File: config.mk
export PLATFORM = sky130hd
export DESIGN_NAME = operand_loader_flat
export DESIGN_NICKNAME = d
export VERILOG_FILES = /design/src/rtl/operand_loader_if.sv /design/src/rtl/operand_loader.sv /design/src/flat_wrapper.sv
export SDC_FILE = /design/constraint.sdc
export NUM_CORES = 1
export LEC_CHECK = 0
export BUFFER_PORTS_ARGS = -buffer_cell sky130_fd_sc_hd__buf_2
export CAP_MARGIN = 10
export CORE_AREA = 4 4 55 57
export CTS_BUF_LIST = sky130_fd_sc_hd__clkbuf_4 sky130_fd_sc_hd__clkbuf_8
export DETAILED_ROUTE_END_ITERATION = 6
export DIE_AREA = 0 0 59 61
export PLACE_DENSITY = 0.83
export RECOVER_POWER = 50
export SLEW_MARGIN = 10
export SYNTH_ARGS = -nofsm -noshare
export SYNTH_HDL_FRONTEND = slang
export SYNTH_SLANG_ARGS = --single-unit
File: constraint.sdc
create_clock -name clock -period 2.45 [get_ports clock]
set_input_delay 0.49 -clock clock [delete_from_list [all_inputs] [get_ports clock]]
set_output_delay 0.49 -clock clock [all_outputs]
set_load 0.02 [all_outputs]
File: src/rtl/operand_loader_if.sv
// Host-side bus of the operand loader: raw chip pins in, assembled FPU job out.
// The master modport is the host/downstream side; the slave modport is the loader.
interface operand_loader_if;
    logic [11:0] io_in;
    logic        ready_in;
    logic [9:0]  num1;
    logic [9:0]  num2;
    logic [3:0]  op;
    logic        start;
    logic        busy;
    logic        err;

    modport master (
        output io_in, ready_in,
        input  num1, num2, op, start, busy, err
    );

    modport slave (
        input  io_in, ready_in,
        output num1, num2, op, start, busy, err
    );
endinterface

File: src/rtl/operand_loader.sv
// Assembles one FPU job (A, B, opcode) from toggle-strobed 12-bit pin words
// and issues it with a single-cycle start pulse once downstream is ready.
module operand_loader #(
    parameter int SYNC_STAGES = 2
) (
    input logic             clock,
    input logic             reset,
    operand_loader_if.slave bus
);

    typedef enum logic [1:0] {WAIT_A, WAIT_B, WAIT_OP, PEND} state_t;

    logic [SYNC_STAGES-1:0] sync_chain;
    logic                   strobe_prev;
    logic                   strobe_evt;
    logic                   abort;
    logic [9:0]             word;
    state_t                 state;

    // Strobe synchronizer stage: edge detect on the synchronized toggle
    always_ff @(posedge clock or posedge reset) begin
        if (reset) begin
            sync_chain  <= '0;
            strobe_prev <= 1'b0;
        end else begin
            sync_chain  <= {sync_chain[SYNC_STAGES-2:0], bus.io_in[11]};
            strobe_prev <= sync_chain[SYNC_STAGES-1];
        end
    end

    assign strobe_evt = sync_chain[SYNC_STAGES-1] ^ strobe_prev;
    // Data bits are held stable by the host, so they are sampled raw at the event edge
    assign abort      = bus.io_in[10];
    assign word       = bus.io_in[9:0];

    // Job assembly stage
    always_ff @(posedge clock or posedge reset) begin
        if (reset) begin
            state     <= WAIT_A;
            bus.num1  <= '0;
            bus.num2  <= '0;
            bus.op    <= '0;
            bus.start <= 1'b0;
            bus.err   <= 1'b0;
        end else begin
            bus.start <= 1'b0;
            if (strobe_evt && abort) begin
                state    <= WAIT_A;
                bus.num1 <= '0;
                bus.num2 <= '0;
                bus.op   <= '0;
                bus.err  <= 1'b0;
            end else begin
                case (state)
                    WAIT_A: begin
                        if (strobe_evt) begin
                            bus.num1 <= word;
                            state    <= WAIT_B;
                        end
                    end
                    WAIT_B: begin
                        if (strobe_evt) begin
                            bus.num2 <= word;
                            state    <= WAIT_OP;
                        end
                    end
                    WAIT_OP: begin
                        if (strobe_evt) begin
                            bus.op <= word[3:0];
                            state  <= PEND;
                        end
                    end
                    PEND: begin
                        // An overrun word is dropped but never blocks the pending issue
                        if (strobe_evt) begin
                            bus.err <= 1'b1;
                        end
                        if (bus.ready_in) begin
                            bus.start <= 1'b1;
                            state     <= WAIT_A;
                        end
                    end
                    default: state <= WAIT_A;
                endcase
            end
        end
    end

    assign bus.busy = (state != WAIT_A);

endmodule

File: src/flat_wrapper.sv
// flat-port wrapper written by rule: the top's interface ports become plain ports
module operand_loader_flat 
#(
    parameter int SYNC_STAGES = 2
)
  (clock, reset, bus_io_in, bus_ready_in, bus_num1, bus_num2, bus_op, bus_start, bus_busy, bus_err);
  operand_loader_if bus_i ();
  input logic clock;
  input logic reset;
  input wire logic [$bits(bus_i.io_in)-1:0] bus_io_in;
  input wire logic [$bits(bus_i.ready_in)-1:0] bus_ready_in;
  output wire logic [$bits(bus_i.num1)-1:0] bus_num1;
  output wire logic [$bits(bus_i.num2)-1:0] bus_num2;
  output wire logic [$bits(bus_i.op)-1:0] bus_op;
  output wire logic [$bits(bus_i.start)-1:0] bus_start;
  output wire logic [$bits(bus_i.busy)-1:0] bus_busy;
  output wire logic [$bits(bus_i.err)-1:0] bus_err;
  assign bus_i.io_in = bus_io_in;
  assign bus_i.ready_in = bus_ready_in;
  assign bus_num1 = bus_i.num1;
  assign bus_num2 = bus_i.num2;
  assign bus_op = bus_i.op;
  assign bus_start = bus_i.start;
  assign bus_busy = bus_i.busy;
  assign bus_err = bus_i.err;
  operand_loader #(.SYNC_STAGES(SYNC_STAGES)) u_core (.clock(clock), .reset(reset), .bus(bus_i));
endmodule
# Yosys cells after proc, flatten, opt, wreduce, memory -nomap -nowiden

Index checks and enable logic that the tools add are counted.

Bitwise logic cells: 1
Equal/unequal tests: 7
Mux-type cells: 20
Reduce and logical (&&, ||, !) cells: 13

Operators by type and width:

| kind               | count |
|---|---|
| $mux 10            | 5 |
| $mux 4             | 3 |
| $reduce_bool 2->1  | 6 |
| $mux 2             | 5 |
| $ne 3x1->1 const B | 3 |
| $pmux 2 s4         | 1 |
| $reduce_and 2->1   | 4 |
| $mux 1             | 6 |
| $eq 2x2->1 const B | 2 |
| $reduce_and 4->1   | 1 |
| $ne 3x2->1 const B | 1 |
| $eq 2x1->1 const B | 1 |
| $logic_not 2->1    | 1 |
| $logic_and 1x1->1  | 1 |
| $xor 1x1->1        | 1 |

Register bits after elaboration: 31
Word-level logic and storage cells: 49

# Longest topological paths before layout

Depth in word-level cells: 4
Depth in mapped cells: 5
Gate-level depth less buffers: 5

# Worst setup path before layout

OpenSTA, ideal clock, no wires.

Path type: register -> register
From: register u_core.state[0]
To: register u_core.state[0]
Buffers on the path: 0
Period minus slack after synthesis: 1.607 ns
Cell stages (with the launch flop): 6
Library setup time: 0.145 ns
Arrival time: 1.462 ns
Setup slack: 0.843 ns
Cells stage by stage: dfrtp_1 inv_1 ha_1 or3_1 a2111oi_0 a221oi_1

Longest elaborated chain between the ends: 3
Elaborated cells on any way between the ends: 11

RTL lines:

| element                                                     | line                 | source |
|---|---|---|
| start: declaration                                          | operand_loader.sv:18 | `state_t state;` |
| start signal: assignment                                    | operand_loader.sv:39 | `state <= WAIT_A;` |
| start signal: assignment                                    | operand_loader.sv:48 | `state <= WAIT_A;` |
| start signal: assignment                                    | operand_loader.sv:58 | `state <= WAIT_B;` |
| $eq 2x2->1 (tied with other cells)                          | operand_loader.sv:54 | `case (state)` |
| $ne 3x1->1 (no source line) (tied with other cells)         | --                   |  |
| $reduce_and 4->1 (no source line) or $mux 2 (tied branches) | --                   |  |

Several ways; a longest one is shown, not always the timed one.
A chain may end at the register's enable or synchronous reset.

# Final worst setup path

From: register u_core.state[0]
To: output bus_busy

Longest elaborated chain between the ends: 1

RTL lines:

| element           | line                 | source |
|---|---|---|
| $reduce_bool 2->1 | operand_loader.sv:89 | `assign bus.busy = (state != WAIT_A);` |
| end: declaration  | flat_wrapper.sv:16   | `output wire logic [$bits(bus_i.busy)-1:0] bus_busy;` |

No other way between the ends.

==> results.toml <==
[worst_setup_path]
timing.rr.start = "u_core.state[0]"
worstSetupStartpointType = "flip-flop"
crit_family = "buffers and inverters"
path_common_cell = "inv_1"
critical_path_peak_fanout = 4
cp_num_buf_inv = 3
cp_cell_sequence = "inv_1 -> ha_1 -> inv_1 -> buf_2"
slowest_delay_ns = 0.41
slowest_stage = "dfrtp_1"
r2r_slack_ns = 0.64
crit_start = "u_core.state[0]"
critPathCaptureType = "primary output"
worstSetupPathType = "reg -> out"
worstPathArrival_ns = 1.38
cp.required_ns = 1.96

[pwr]
p_int_uw = 1160
sequentialPowerShare_pct = 40.8
p_per_area_nw_per_um2 = 1150
share_clk_of_total_power_pct = 18.6
combPwrFrac_pct = 40.6
p_sw_share_pct = 38.7
ir_drop_mv = 0.721
leakagePower_uw = 0.000817
p_switching_uw = 734

[clock_tree]
postCtsSetupBuffers = 0
numCtsBuffers = 5
ctsResizeCount = 0
insertion_delay_ns = 0.33
htreeDepth = 2
cts_num_sinks = 31
clk_pin_slew_worst_paths_ns = 0.09
cts_buffer_depth = 2
holdBufCountCts = 0
clock-root-buffer = "clkbuf_4"
cts_tree = "done"

[global_routing]
grt_pass1_wl_mm = 4.53
grt_max_degree = 32
use_met3_pct = 5.11
grt_overflow_total = 0
busiest_layer = "met2"
grt_pass1_vias = 937
grt_util_met2_pct = 27.0
antenna_found_initial = 0
grt_usage_pct = 17.6
use_met1_pct = 22.6

[yosys]
syn-cell-area_sq_um = 1370
synth.avg_cell_area_sq_um = 13.9
yosysUniqueCellTypes = 25
yosys.area.top_type = "dfrtp_1"
synth_seq_cells = 31
seq_area_frac_synth_pct = 56.8
yosys_warnings = 0
syn-num-nets = 118
synthTopCellsByArea = "dfrtp_1, mux2_2, a21boi_0, ha_1, a22o_1"
synth_cells = 98
yosysTopAreaCellShare_pct = 56.8

[routing]
first_iter_violations = 14
drt_wl_total_mm = 2.82
vias_per_cell = 5.32
antenna_left = 0
wl_per_cell_um = 16.0
vias = 937
drc = 0
firstDrtPassIters = 4

[sta]
fin_crit_ns = 1.87
clock_skew_ns = 0.0122
worstMarginPinSlew_ns = 1.63
max_freq_ghz = 0.535
slew_viol_final = 32
rsz0062_at_grt = "false"
hold_violations = 0
whs_ns = 0.269
setup_viol = 0
setup_tns_ns = 0
post-route-period-util_pct = 76.3
slew-limit-headroom_pct = -8.43

[floorplanning]
die_area_sq_um = 3600
row_count = 18
die_h_um = 61
io_pins = 42
coreArea_sq_um = 2480
die_w_um = 59
start_util_pct = 55.1

[final_layout]
fin_area_sq_um = 1660
drive_above_1_share_pct = 43.8
syn_to_final_growth_pct = 21.4
fillers = 205
antennaDiodeCount = 0
final_nets = 165

[placed_design]
place_area_sq_um = 1600
port-buffer-count = 41
gp_congestion = 0.833
post-dp-hpwl_mm = 2.10

[min_path]
worstHoldStart = "bus_io_in[11]"
min_path_type = "in -> reg"

[status]
violations = "capacitance limit, slew limit"
status = "finished, violations left"

[flow_run]
maxCapViolations = 1
-- metrics by stage --
step	util [%]	power, uW	std cells	setup WS, ns
6_report	66.9	1900	176	0.581
5_1_grt	66.9	2020	176	0.468
4_1_cts	67.5	1930	176	0.574
3_5_place_dp	64.6	1580	168	0.679
3_3_place_gp	64.6	1540	168	0.735
2_1_floorplan	-	1310	98	0.843
-- registers in the layout, indices dropped and copies added, names as in the netlist --
name,cells
u_core.state,2
u_core.bus.num1,10
u_core.bus.start,1
u_core.bus.num2,10
u_core.strobe_prev,1
u_core.sync_chain,2
u_core.bus.op,4
u_core.bus.err,1
-- Yosys cell counts --
cell and number:
a2111oi_0 1, a22o_1 3, a221oi_1 1, ha_1 5, a21oi_1 3, or3_1 1
and3_2 1, a21oi_4 1, dfrtp_1 31, nor2_4 1, mux2_2 20, xnor2_2 1
xor2_1 1, o21ai_0 3, inv_1 5, a21boi_0 10, a32o_1 1, buf_6 1
nand2_1 1, clkbuf_1 1, nor2_1 2, mux2i_1 1, a21o_1 1, nor2b_1 1
buf_4 1
-- final cells by class --
class / instances / area (sq um) / area share (%)
multi-input cells: 59 / 548 / 33.1
clock buffers: 8 / 72.6 / 4.38
repair buffers: 43 / 204 / 12.3
inverters: 5 / 18.8 / 1.13
flip-flops and latches: 31 / 776 / 46.8
well taps: 30 / 37.5 / 2.27
-- power groups by stage --
stage | logic [uW] | registers [uW] | clock network, uW
after CTS | 799 | 773 | 361
after floorplan | 348 | 960 | 0
after detailed placement | 796 | 782 | 0
final | 771 | 775 | 353
after global routing | 840 | 796 | 388
after global placement | 767 | 771 | 0
-- routing by layer --
layer / part of all wire (%) / routed length [um]
met3: 7.4 / 209
met5: 0 / 0
met2: 48 / 1360
met4: 2.0 / 56
met1: 42 / 1200
-- cell families after synthesis --
logic type,after synthesis,share of synthesized area [%]
xor gates and xnor gates,2,1.83
AOI/OAI and AO/OA,24,13.4
buffers and inverters,8,3.02
adders and majority gates,5,4.58
muxes,21,17.2
DFF,31,56.8
and+or+nand+nor,7,3.12
-- worst paths after layout --
path / depth (start not counted) / to
worst max-delay path: 4 / bus_busy
worst min-delay path: 1 / u_core.sync_chain[0]
worst max register to register: 5 / u_core.state[0]
worst min register to register: 0 / u_core.sync_chain[1]
max in group asynchronous: 3 / u_core.sync_chain[0]
min in group asynchronous: 3 / u_core.bus.num2[9]
-- cells in the final DEF, fill, tap and decap left out, types with 2 or more instances in the layout --
| cell | n |
|---|---|
| buf_2 | 31 |
| nor2_1 | 2 |
| o21ai_0 | 3 |
| inv_1 | 5 |
| clkbuf_4 | 6 |
| ha_1 | 5 |
| clkbuf_8 | 2 |
| mux2_2 | 20 |
| a22o_1 | 3 |
| a21boi_0 | 10 |
| dfrtp_1 | 31 |
| a21oi_1 | 3 |
| clkbuf_1 | 11 |
Power figures use the tool's default switching activity.
